`src/rtl/fetch_unit_pkg.sv`:
```
// Shared definitions for the microRISC fetch stage: datapath widths, the NOP
// encoding, FSM state encodings and a PC alignment helper.
package fetch_unit_pkg;

   localparam int PC_W   = 9;
   localparam int INST_W = 16;

   localparam logic [INST_W-1:0] NOP_ENC = 16'h0000;

   typedef logic [1:0] state_t;

   localparam state_t ST_BOOT   = 2'd0;
   localparam state_t ST_RUN    = 2'd1;
   localparam state_t ST_HALTED = 2'd2;

   // Clear bit 0 so the address lands on a 16-bit instruction boundary.
   function automatic logic [PC_W-1:0] align_pc(input logic [PC_W-1:0] addr);
      return {addr[PC_W-1:1], 1'b0};
   endfunction

endpackage

```
`src/rtl/fetch_unit_if.sv`:
```
// Instruction-memory bus between the fetch stage and instruction_memory.
// There is no handshake on this bus: the fetch stage presents imem_addr
// combinationally every cycle and the memory returns imem_inst in the same
// cycle, so the word is always valid at the next rising edge.
interface fetch_unit_if;
   import fetch_unit_pkg::*;

   logic [PC_W-1:0]   imem_addr;
   logic [INST_W-1:0] imem_inst;

   modport master (output imem_addr, input imem_inst);
   modport slave  (input imem_addr, output imem_inst);

endinterface

```
`src/rtl/fetch_unit_if_id_reg.sv`:
```
// IF/ID pipeline register. flush inserts a bubble (NOP, invalid) and records
// fetch_pc; hold keeps the current contents; otherwise the fetched word is
// captured as a valid instruction. flush wins over hold.
module fetch_unit_if_id_reg
   import fetch_unit_pkg::*;
#(
   parameter logic [INST_W-1:0] NOP_INST = NOP_ENC
) (
   input  logic              clk,
   input  logic              rst_n,
   input  logic              hold,
   input  logic              flush,
   input  logic [INST_W-1:0] fetch_inst,
   input  logic [PC_W-1:0]   fetch_pc,
   output logic [INST_W-1:0] inst,
   output logic [PC_W-1:0]   inst_pc,
   output logic              valid
);

   // Bubble on flush, capture on advance, otherwise keep the stage contents.
   always_ff @(posedge clk) begin
      if (!rst_n) begin
         inst    <= NOP_INST;
         inst_pc <= '0;
         valid   <= 1'b0;
      end else if (flush) begin
         inst    <= NOP_INST;
         inst_pc <= fetch_pc;
         valid   <= 1'b0;
      end else if (!hold) begin
         inst    <= fetch_inst;
         inst_pc <= fetch_pc;
         valid   <= 1'b1;
      end
   end

endmodule

```
`src/rtl/fetch_unit.sv`:
```
// Instruction-fetch stage of the microRISC core: owns the PC, the next-PC mux
// and the BOOT/RUN/HALTED FSM, and feeds the IF/ID register.
// Optional feature macro: FETCH_MISALIGN_TRAP_EN (odd redirect target traps
// into HALTED with a sticky misalign_fault instead of being word-aligned).
module fetch_unit
   import fetch_unit_pkg::*;
#(
   parameter logic [PC_W-1:0]   RESET_PC = 9'h000,
   parameter logic [INST_W-1:0] NOP_INST = NOP_ENC
) (
   input  logic              clk,
   input  logic              rst_n,
   input  logic              stall,
   input  logic              redirect,
   input  logic [PC_W-1:0]   redirect_pc,
   input  logic              halt_req,
   fetch_unit_if.master      bus,
   output logic [INST_W-1:0] if_id_inst,
   output logic [PC_W-1:0]   if_id_pc,
   output logic              if_id_valid,
   output logic [PC_W-1:0]   pc,
   output logic              halted,
   output logic              misalign_fault,
   output state_t            fsm_state
);

`ifdef FETCH_MISALIGN_TRAP_EN
   localparam bit TRAP_EN = 1'b1;
`else
   localparam bit TRAP_EN = 1'b0;
`endif

   state_t          state;
   state_t          state_next;
   logic [PC_W-1:0] pc_next;
   logic            ifid_hold;
   logic            ifid_flush;
   logic            misalign_hit;

   // An odd target only matters when the trap is built in; otherwise it is aligned.
   assign misalign_hit = TRAP_EN && redirect_pc[0];

   // State register: reset always lands in BOOT.
   always_ff @(posedge clk) begin
      if (!rst_n) state <= ST_BOOT;
      else        state <= state_next;
   end

   // Next state: BOOT is a single idle cycle; HALTED is left only by reset.
   always_comb begin
      state_next = state;
      case (state)
         ST_BOOT:   state_next = ST_RUN;
         ST_RUN: begin
            if (redirect) begin
               if (misalign_hit) state_next = ST_HALTED;
            end else if (halt_req) begin
               state_next = ST_HALTED;
            end
         end
         ST_HALTED: state_next = ST_HALTED;
         default:   state_next = ST_BOOT;
      endcase
   end

   // Datapath controls: in RUN, redirect > halt > stall > sequential fetch.
   always_comb begin
      pc_next    = pc;
      ifid_hold  = 1'b1;
      ifid_flush = 1'b0;
      if (state == ST_RUN) begin
         if (redirect) begin
            ifid_flush = 1'b1;
            if (!misalign_hit) pc_next = align_pc(redirect_pc);
         end else if (halt_req) begin
            ifid_flush = 1'b1;
         end else if (!stall) begin
            ifid_hold = 1'b0;
            pc_next   = pc + 9'd2;
         end
      end
   end

   // Program counter; the 9-bit add wraps 1FE back to 000.
   always_ff @(posedge clk) begin
      if (!rst_n) pc <= RESET_PC;
      else        pc <= pc_next;
   end

`ifdef FETCH_MISALIGN_TRAP_EN
   // Sticky fault flag, cleared only by reset.
   always_ff @(posedge clk) begin
      if (!rst_n)                                            misalign_fault <= 1'b0;
      else if ((state == ST_RUN) && redirect && misalign_hit) misalign_fault <= 1'b1;
   end
`else
   assign misalign_fault = 1'b0;
`endif

   fetch_unit_if_id_reg #(
      .NOP_INST (NOP_INST)
   ) u_if_id_reg (
      .clk        (clk),
      .rst_n      (rst_n),
      .hold       (ifid_hold),
      .flush      (ifid_flush),
      .fetch_inst (bus.imem_inst),
      .fetch_pc   (pc),
      .inst       (if_id_inst),
      .inst_pc    (if_id_pc),
      .valid      (if_id_valid)
   );

   assign bus.imem_addr = pc;
   assign halted        = (state == ST_HALTED);
   assign fsm_state     = state;

endmodule

```
`src/flat_wrapper.sv`:
```
// flat-port wrapper written by rule: the top's interface ports become plain ports
module fetch_unit_flat import fetch_unit_pkg::*;
#(
   parameter logic [PC_W-1:0]   RESET_PC = 9'h000,
   parameter logic [INST_W-1:0] NOP_INST = NOP_ENC
)
  (clk, rst_n, stall, redirect, redirect_pc, halt_req, if_id_inst, if_id_pc, if_id_valid, pc, halted, misalign_fault, fsm_state, bus_imem_addr, bus_imem_inst);
  fetch_unit_if bus_i ();
  input  logic clk;
  input  logic rst_n;
  input  logic stall;
  input  logic redirect;
  input  logic [PC_W-1:0] redirect_pc;
  input  logic halt_req;
  output logic [INST_W-1:0] if_id_inst;
  output logic [PC_W-1:0] if_id_pc;
  output logic if_id_valid;
  output logic [PC_W-1:0] pc;
  output logic halted;
  output logic misalign_fault;
  output state_t fsm_state;
  output wire logic [$bits(bus_i.imem_addr)-1:0] bus_imem_addr;
  input wire logic [$bits(bus_i.imem_inst)-1:0] bus_imem_inst;
  assign bus_imem_addr = bus_i.imem_addr;
  assign bus_i.imem_inst = bus_imem_inst;
  fetch_unit #(.RESET_PC(RESET_PC), .NOP_INST(NOP_INST)) u_core (.clk(clk), .rst_n(rst_n), .stall(stall), .redirect(redirect), .redirect_pc(redirect_pc), .halt_req(halt_req), .bus(bus_i), .if_id_inst(if_id_inst), .if_id_pc(if_id_pc), .if_id_valid(if_id_valid), .pc(pc), .halted(halted), .misalign_fault(misalign_fault), .fsm_state(fsm_state));
endmodule
```
`config.mk`:
```
export PLATFORM = sky130hd
export DESIGN_NAME = fetch_unit_flat
export DESIGN_NICKNAME = d
export VERILOG_FILES = /design/src/rtl/fetch_unit_pkg.sv /design/src/rtl/fetch_unit_if.sv /design/src/rtl/fetch_unit_if_id_reg.sv /design/src/rtl/fetch_unit.sv /design/src/flat_wrapper.sv
export SDC_FILE = /design/constraint.sdc
export NUM_CORES = 1
export LEC_CHECK = 0
export ABC_AREA = 1
export ABC_CLOCK_PERIOD_IN_PS = 2690
export CAP_MARGIN = 20
export CORE_UTILIZATION = 30
export DETAILED_ROUTE_END_ITERATION = 6
export GPL_ROUTABILITY_DRIVEN = 0
export GPL_TIMING_DRIVEN = 1
export PLACE_DENSITY_LB_ADDON = 0.3
export SYNTH_ARGS = -nofsm -noshare
export SYNTH_HDL_FRONTEND = slang
export SYNTH_HIERARCHICAL = 1
export SYNTH_SLANG_ARGS = --single-unit
```
`constraint.sdc`:
```
create_clock -name clk -period 2.69 [get_ports clk]
set_clock_uncertainty 0.1 [all_clocks]
set_input_delay 0.538 -clock clk [delete_from_list [all_inputs] [get_ports clk]]
set_output_delay 0.538 -clock clk [all_outputs]
set_load 0.02 [all_outputs]
```
==> results.sh <==
export IMPL_rrSetupSlack_ns=0.98
export IMPL_core_area_mm2=0.005608
export IMPL_fp_dieArea_mm2=0.006217
export IMPL_cpLargestDelayFamily="buffers and inverters"
export IMPL_cts_tree="done"
export IMPL_yosys_top_cells_area="dfxtp_1 41%, nand2_1 15%, nor2_1 8.5%"
export IMPL_pin_count=78
export IMPL_final_nets=353
export IMPL_fp_dieW_um=78.85
export IMPL_cp_required_ns=2.05
export IMPL_ir_drop_v=0.0003700
export IMPL_place_hpwl_mm=3.130
export IMPL_layout_commonest_cell="clkdlybuf4s50_1"
export IMPL_rsz0062_at_grt="false"
export IMPL_viasPerCell=4.342
export IMPL_min_path_type="reg -> reg"
export IMPL_syn_inst=251
export IMPL_clock_path_buffers=2
export IMPL_max_stage_delay_ns=0.60
export IMPL_status="finished clean"
export IMPL_slowest_stage="clkdlybuf4s50_1"
export IMPL_worst_setup_path_end_kind="output pin"
export IMPL_finalSetupViolations=0
export IMPL_cts_resized=0
export IMPL_grtUsageMet2=0.2409
export IMPL_num_rows=27
export IMPL_synth_cell_types=20
export IMPL_antenna_found_initial=0
export IMPL_period_minus_slack_ns=2.098
export IMPL_hp_start="u_core/u_if_id_reg/inst[0]"
export IMPL_grt_pass1_vias=1575
export IMPL_drtPass1Iterations=4
export IMPL_grt_max_degree=19
export IMPL_via_count=1702
export IMPL_crit_fanout=3
export IMPL_ys_seq_elements=36
export IMPL_max_cap_violations=0
export IMPL_cp_arrival_ns=1.46
export IMPL_grt_usage=0.1519
export IMPL_wire_per_inst_um=11.24
export IMPL_min_period_over_period=0.7799
export IMPL_numCtsBuffers=5
export IMPL_syn2layout_area_growth_pct=45.90
export IMPL_yosysTopAreaCell="dfxtp_1"
export IMPL_drt_iter0_markers=77
export IMPL_timing_rr_start="u_core/fsm_state[1]"
export IMPL_cts_root_buf="clkbuf_8"
export IMPL_fp_dieH_um=78.85
export IMPL_synth_area_per_cell_um2=7.059
export IMPL_final_layout_size_suffix_gt1_frac=0.08750
export IMPL_p_per_area_mw_per_mm2=739.2
export IMPL_grt_pass1_wl_mm=7.293
export IMPL_drc=0
export IMPL_postCtsHoldBufs=0
export IMPL_grt_overflow=0
export IMPL_busiest_layer="met2"
export IMPL_cts_htree_levels=2
export IMPL_cts_setup_buffers=0
export IMPL_path_buf_inv=2
export IMPL_holdPathEnd="u_core/u_if_id_reg/inst[0]"
export IMPL_yosysSeqAreaShare=0.4068
export IMPL_setup_worst_path_start="u_core/fsm_state[0]"
export IMPL_drv_slew=0
export IMPL_io_buffers=73
export IMPL_totalWireLength_mm=4.408
export IMPL_clock_fmax_mhz=476.6
export IMPL_insertedDiodeCount=0
export IMPL_clk_pin_slew_ns=0.07
export IMPL_tns_ns=0
export IMPL_final_cell_mix="73 x clkdlybuf4s50_1, 69 x nand2_1, 40 x nor2_1, 36 x dfxtp_1, 22 x inv_1"
export IMPL_hold_viol_final=0
export IMPL_start_util=0.3159
export IMPL_r2r_end="u_core/u_if_id_reg/valid"
export IMPL_p_leak_nw=1.014
export IMPL_min_path_cells=2
export IMPL_ant_nets=0
export IMPL_reg2reg_depth=7
export IMPL_crit_chain="inv_1, ha_1, clkdlybuf4s50_1"
export IMPL_cp_start_kind="register"
export IMPL_yosys_warnings=6
export IMPL_clock_latency_ns=0.28
export IMPL_use_met1=0.1915
export IMPL_synth_area_mm2=0.001772
export IMPL_path_class="reg -> out"
export IMPL_post_route_util=0.4610
export IMPL_clock_sinks=36
export IMPL_synth_top_area_share=0.4068
export IMPL_use_met3=0.04713
[logic make-up after synthesis]
family,synth area share
fa+ha+maj,0.02825
buf+inv,0.1377
flops,0.4068
other cells,0.002117
simple gates,0.2952
compound gates,0.1299
[area by class of cell]
| class | instances | area (µm²) |
|---|---|---|
| fill | 599 | 3023 |
| clock inverter | 1 | 7.507 |
| sequential | 36 | 720.7 |
| inverter | 26 | 101.3 |
| timing repair buffer | 77 | 760.7 |
| clock buffer | 7 | 86.33 |
| tap | 72 | 90.09 |
| multi-input combinational | 173 | 818.3 |
[Yosys cell counts, drive strengths merged]
cell	count
nand2	71
nor2	41
dfxtp	36
a21oi	25
inv	25
buf	19
nand3	16
o21ai	12
ha	4
clkinv	1
conb	1
[worst max path at each step]
stage / end / slack [ns] / cells past startpoint
after floorplan: u_core/u_if_id_reg/valid / 1.0 / 7
after global placement: u_core/u_if_id_reg/valid / 0.46 / 6
after detailed placement: u_core/u_if_id_reg/inst[15] / 0.42 / 6
after CTS: halted / 0.57 / 3
after global routing: halted / 0.53 / 3
final: halted / 0.59 / 3
[per-layer routing]
metal | up-vias | wire length [µm]
li1 | 903 | -
met1 | 744 | 2096
met2 | 49 | 1979
met3 | 6 | 257
met4 | 0 | 74
met5 | - | 0
[registers in the layout, indices dropped and copies added (netlist names)]
name	cells
u_core/bus.imem_addr	8
u_core/u_if_id_reg/inst_pc	9
u_core/fsm_state	2
u_core/u_if_id_reg/valid	1
u_core/u_if_id_reg/inst	16
[metrics by stage]
stage | setup WS (ns) | cells | hold slack, ns | power, mW | cell area (µm²)
after floorplan | 0.9998 | 254 | 0.4320 | 1.213 | 1783
after global placement | 0.4598 | 384 | 0.3421 | 1.507 | 2491
after detailed placement | 0.4225 | 384 | 0.3560 | 1.524 | 2491
after CTS | 0.5725 | 392 | 0.3679 | 1.937 | 2585
after global routing | 0.5320 | 392 | 0.3912 | 2.063 | 2585
final | 0.5920 | 392 | 0.3659 | 1.911 | 2585
[where the power goes]
group	internal, mW	switching, mW
logic	0.353	0.457
clock network	0.208	0.195
registers	0.623	0.0746
[worst min-delay path: cells and delay by family, from the launching register on]
| kind | cells | cell delay [ns] |
|---|---|---|
| simple gates | 1 | 0.06 |
| compound gates | 1 | 0.05 |
| flops | 1 | 0.31 |
No activity file was read; power rests on OpenSTA's default activity.
==> patch 1 (same settings) <==
`TRAP_EN`: 1'b0 -> 1'b1.
--- a/src/rtl/fetch_unit.sv
+++ b/src/rtl/fetch_unit.sv
@@ -27,7 +27,7 @@
 `ifdef FETCH_MISALIGN_TRAP_EN
    localparam bit TRAP_EN = 1'b1;
 `else
-   localparam bit TRAP_EN = 1'b0;
+   localparam bit TRAP_EN = 1'b1;
 `endif
 
    state_t          state;
Behaviour: not the same (Yosys sat finds a counterexample within 4 cycles, from zero or initial values and one cycle with rst_n low).
==> patch 1 against the unedited design <==
Power fell by 7.2%. Sequential power shrank 3.4%. Global-route usage decreased by 1.1 points. Die area up 2.5%. Sequential cell count did not move. Largest power group unchanged. Final area grew 1.6%. Routed wire length fell by 1.0%. Hold slack better by 0.0033 ns. Register-to-register slack better by 0.04 ns. Largest cell class unchanged. Critical path depth unchanged. Worst setup slack barely moved. Synthesized area up 2.6%.
==> patch 1: results (changes against the unedited design) <==
Sw Share -> 0.364 (was 0.380)
Layout cell share with drive strength beyond 1 -> 0.109 (was 0.0875)
Initial antenna violation count -> 0 (unchanged)
Worst-case clock buffer depth -> 2 (unchanged)
H-tree Lvls -> 2 (unchanged)
Cell family with most CP delay -> buffers and inverters (unchanged)
Ant. Diodes -> 0 (unchanged)
Max FFs per register -> 16 (unchanged)
CTS Root Cell -> clkbuf_8 (unchanged)
Clock-pin transition on the worst setup and hold timing paths -> 0.08 ns
DR iter-0 viols -> 48 (was 77)
Proportion of power drawn by flip-flops and latches -> 0.380 (was 0.365)
Via density -> 4.40 (was 4.34)
Largest net degree at the start of global routing -> 26 (was 19)
Post-synth ARST share -> 0 (unchanged)
CTS Buf Count -> 5 (unchanged)
Vias in the first global route -> 1575 (unchanged)
Synth Warn # -> 6 (unchanged)
Filler cell count -> 587 (was 599)
Crit Path Max Fanout -> 3 (unchanged)
HPWL Detailed -> 3.20 mm (was 3.13 mm)
Clk_lat worst skew -> 0.29 ns
Top reg by flops -> u_core/u_if_id_reg/inst (unchanged)
Leakage -> 1.02 nW (was 1.01 nW)
Number of max-cap violations -> 0 (unchanged)
Slowest-stage cell, CP -> clkdlybuf4s50_1 (unchanged)
Ys flop type -> dfxtp_1 (unchanged)
Pwr top -> combinational cells (unchanged)
Sequential cell area fraction in the yosys report -> 0.396 (was 0.407)
Comb pwr share -> 0.393 (was 0.424)
Total GRT Usage -> 0.141 (was 0.152)
Post-CTS setup buffers -> 0 (unchanged)
Outcome -> completed (unchanged)
IO Port Bufs -> 74 (was 73)
Area contributors post-synth -> dfxtp_1, nand2_1, nor2_1 (unchanged)
Cts repair resizes -> 0 (unchanged)
Drt pass-1 iters -> 4 (unchanged)
Total power -> 1.77 mW (was 1.91 mW)
First-pass GRT wire length -> 7.03 mm (was 7.29 mm)
Post-synth cell types -> 22 (was 20)
Commonest cells post-synth -> nand2_1, nor2_1, dfxtp_1, inv_1, nand3_1 (unchanged)
Critical path arrival -> 1.46 ns (about the same)
Worst min-delay path class -> register to register (unchanged)
Post-DP Area -> 2530 um2 (was 2490 um2)
CP max stage delay -> 0.53 ns (was 0.60 ns)
DR WL/cell -> 11.1 um (was 11.2 um)
Max VDD drop -> 0.319 mV (was 0.370 mV)
Fin nets -> 355 (was 353)
patch 1: changes by cell type after synthesis, moves of 2 or more:
cell	change
a21oi_1	-3
a21oi_2	+2
nand2_2	+2
nor2_1	-3
nor2_4	+2
patch 1: area by class of cell:
class | count | area share
well taps | 72 | 0.0343
multi-input cells | 174 | 0.324
clock inverters | 1 | 0.00286
repair buffers | 77 | 0.290
clock buffers | 7 | 0.0329
flip-flops and latches | 36 | 0.274
inverters | 27 | 0.0414
patch 1: cells by family after synthesis:
logic type / synth area share
flip-flops: 0.396
AND/OR/NAND/NOR: 0.308
adder cells (fa/ha/maj): 0.0275
buffers and inverters: 0.142
AO/OA/AOI/OAI: 0.125
other: 0.00206
patch 1: final timing paths:
path                               start                          end  slack, ns  depth (start not counted)
max                  u_core/fsm_state[0]                       halted       0.59                          3
min reg2reg  u_core/u_if_id_reg/inst[15]  u_core/u_if_id_reg/inst[15]       0.37                          2
max reg2reg          u_core/fsm_state[1]  u_core/u_if_id_reg/inst[12]       1.02                          7
min          u_core/u_if_id_reg/inst[15]  u_core/u_if_id_reg/inst[15]       0.37                          2
patch 1: metrics by stage:
stage          setup WS [ns]  instances   util  hold slack [ns]
2_1_floorplan           1.06        256      -            0.432
3_3_place_gp           0.503        386  0.446            0.351
3_5_place_dp           0.447        386  0.446            0.357
4_1_cts                0.581        394  0.463            0.371
5_1_grt                0.527        394  0.463            0.387
6_report               0.592        394  0.463            0.369
patch 1: per-layer routing:
layer | wire, um | global-route usage | up-vias
li1 | - | - | 909
met3 | 241 | 0.0423 | 5
met5 | 0 | 0 | -
met2 | 2100 | 0.237 | 47
met4 | 41 | 0.0429 | 0
met1 | 1980 | 0.172 | 774
==> patch 2 (same settings) <==
Made on the original files. `INST_W`: 16 -> 20.
--- a/src/rtl/fetch_unit_pkg.sv
+++ b/src/rtl/fetch_unit_pkg.sv
@@ -3,7 +3,7 @@
 package fetch_unit_pkg;
 
    localparam int PC_W   = 9;
-   localparam int INST_W = 16;
+   localparam int INST_W = 20;
 
    localparam logic [INST_W-1:0] NOP_ENC = 16'h0000;
 
Interface: changed (resized bus_imem_inst and if_id_inst); port bits go from 78 to 86. No check against the original RTL was run, so the function may have changed too.
==> patch 2 against the unedited design <==
Sequential cell count rose by 4. Power rose by 12%. Worst setup slack got worse by 0.018 ns. Die area rose by 7.8%. Combinational power rose by 2.7%. Final cell count rose by 7.4%. Synthesized area rose by 8.0%. Routed wire length rose by 7.9%. Final area rose by 10%.
==> patch 2: results (changes against the unedited design) <==
Commonest cells post-synth -> nand2_1, dfxtp_1, nor2_1, inv_1, a21oi_1 (was nand2_1, nor2_1, dfxtp_1, inv_1, nand3_1)
HPWL Detailed -> 3.29 mm (was 3.13 mm)
Leakage -> 1.11 nW (was 1.01 nW)
Vias in the first global route -> 1613 (was 1575)
Post-synthesis compound-gate area fraction -> 0.133 (was 0.130)
Post-synthesis xor/xnor area fraction -> 0 (unchanged)
Worst min-delay path class -> register to register (unchanged)
Beginning of the worst hold path -> u_core/u_if_id_reg/inst[19] (was u_core/u_if_id_reg/inst[0])
Filler cell count -> 633 (was 599)
Initial antenna violation count -> 0 (unchanged)
Total GRT Usage -> 0.149 (was 0.152)
Sequential cell area fraction in the yosys report -> 0.419 (was 0.407)
Setup crit end -> halted (unchanged)
Hold path depth -> 2 (unchanged)
Hold_ws -> 0.354 ns (was 0.366 ns)
Post-synthesis adder-cell area fraction -> 0.0262 (was 0.0282)
Critical path arrival -> 1.48 ns (was 1.46 ns)
CTS Buf Count -> 5 (unchanged)
Fin nets -> 383 (was 353)
Drt pass-1 iters -> 4 (unchanged)
DR iter-0 viols -> 47 (was 77)
Ys flop type -> dfxtp_1 (unchanged)
Area contributors post-synth -> dfxtp_1, nand2_1, nor2_1 (unchanged)
Total Wirelength -> 4.76 mm (was 4.41 mm)
Largest net degree at the start of global routing -> 23 (was 19)
Via density -> 4.42 (was 4.34)
Outcome -> completed (unchanged)
Post-route minimum period -> 2.12 ns (was 2.10 ns)
Worst-case clock buffer depth -> 2 (unchanged)
Hold-critical path endpoint -> u_core/u_if_id_reg/inst[19] (was u_core/u_if_id_reg/inst[0])
FF-to-FF path depth -> 8 (was 7)
Max FFs per register -> 20 (was 16)
CTS Root Cell -> clkbuf_8 (unchanged)
FF-to-FF setup slack -> 0.97 ns
Max VDD drop -> 0.407 mV (was 0.370 mV)
Post-synth cell types -> 20 (unchanged)
First-pass GRT wire length -> 7.58 mm (was 7.29 mm)
Synth Warn # -> 6 (unchanged)
Layout cell share with drive strength beyond 1 -> 0.0925 (was 0.0875)
IO Port Bufs -> 81 (was 73)
Cts repair resizes -> 0 (unchanged)
Crit. Startpoint -> u_core/fsm_state[0] (unchanged)
Ant. Diodes -> 0 (unchanged)
Setup Slack @ Placement -> 0.399 ns (was 0.422 ns)
Clock-pin transition on the worst setup and hold timing paths -> 0.08 ns
Crit Path Max Fanout -> 3 (unchanged)
Post-CTS setup buffers -> 0 (unchanged)
## patch 2: cell count changes after synthesis, sizes merged
cell,change
dfxtp,+4
nand2,+8
a21oi,+4
buf,+2
## patch 2: per-stage QoR
stage	cell area, um2	util	cells	power (mW)
2_1_floorplan	1920	-	272	1.29
5_1_grt	2840	0.472	421	2.28
4_1_cts	2840	0.472	421	2.16
3_5_place_dp	2720	0.451	413	1.61
6_report	2840	0.472	421	2.13
3_3_place_gp	2720	0.451	413	1.61
## patch 2: per-layer routing
metal  part of all wire  vias up  global-route usage
li1                   -      969                   -
met1               0.47      828               0.200
met2               0.46       60               0.230
met3              0.057        5              0.0356
met4              0.014        0              0.0526
met5                  0        -                   0
## patch 2: worst max-delay path, cell delays in order, from the launching register on
cell and delay [ns]:
dfxtp_1 0.33, inv_1 0.10, ha_1 0.16, clkdlybuf4s50_1 0.60
## patch 2: cells by family after synthesis
family | after synthesis
AND/OR/NAND/NOR | 136
other | 1
flip-flops | 40
adder cells (fa/ha/maj) | 4
AO/OA/AOI/OAI | 41
buffers and inverters | 47
## patch 2: final cells by class
cell class / count / area (um2) / area share
multi-input combinational: 185 / 867 / 0.305
timing repair buffer: 87 / 856 / 0.301
sequential: 40 / 801 / 0.282
inverter: 26 / 98.8 / 0.0348
clock buffer: 7 / 96.3 / 0.0339
tap: 75 / 93.8 / 0.0330
clock inverter: 1 / 30.0 / 0.0106
## patch 2: report_power, final
part	leakage [nW]	internal [mW]	switching, mW
clock	0.0645	0.328	0.213
sequential	0.325	0.684	0.0782
combinational	0.722	0.372	0.460
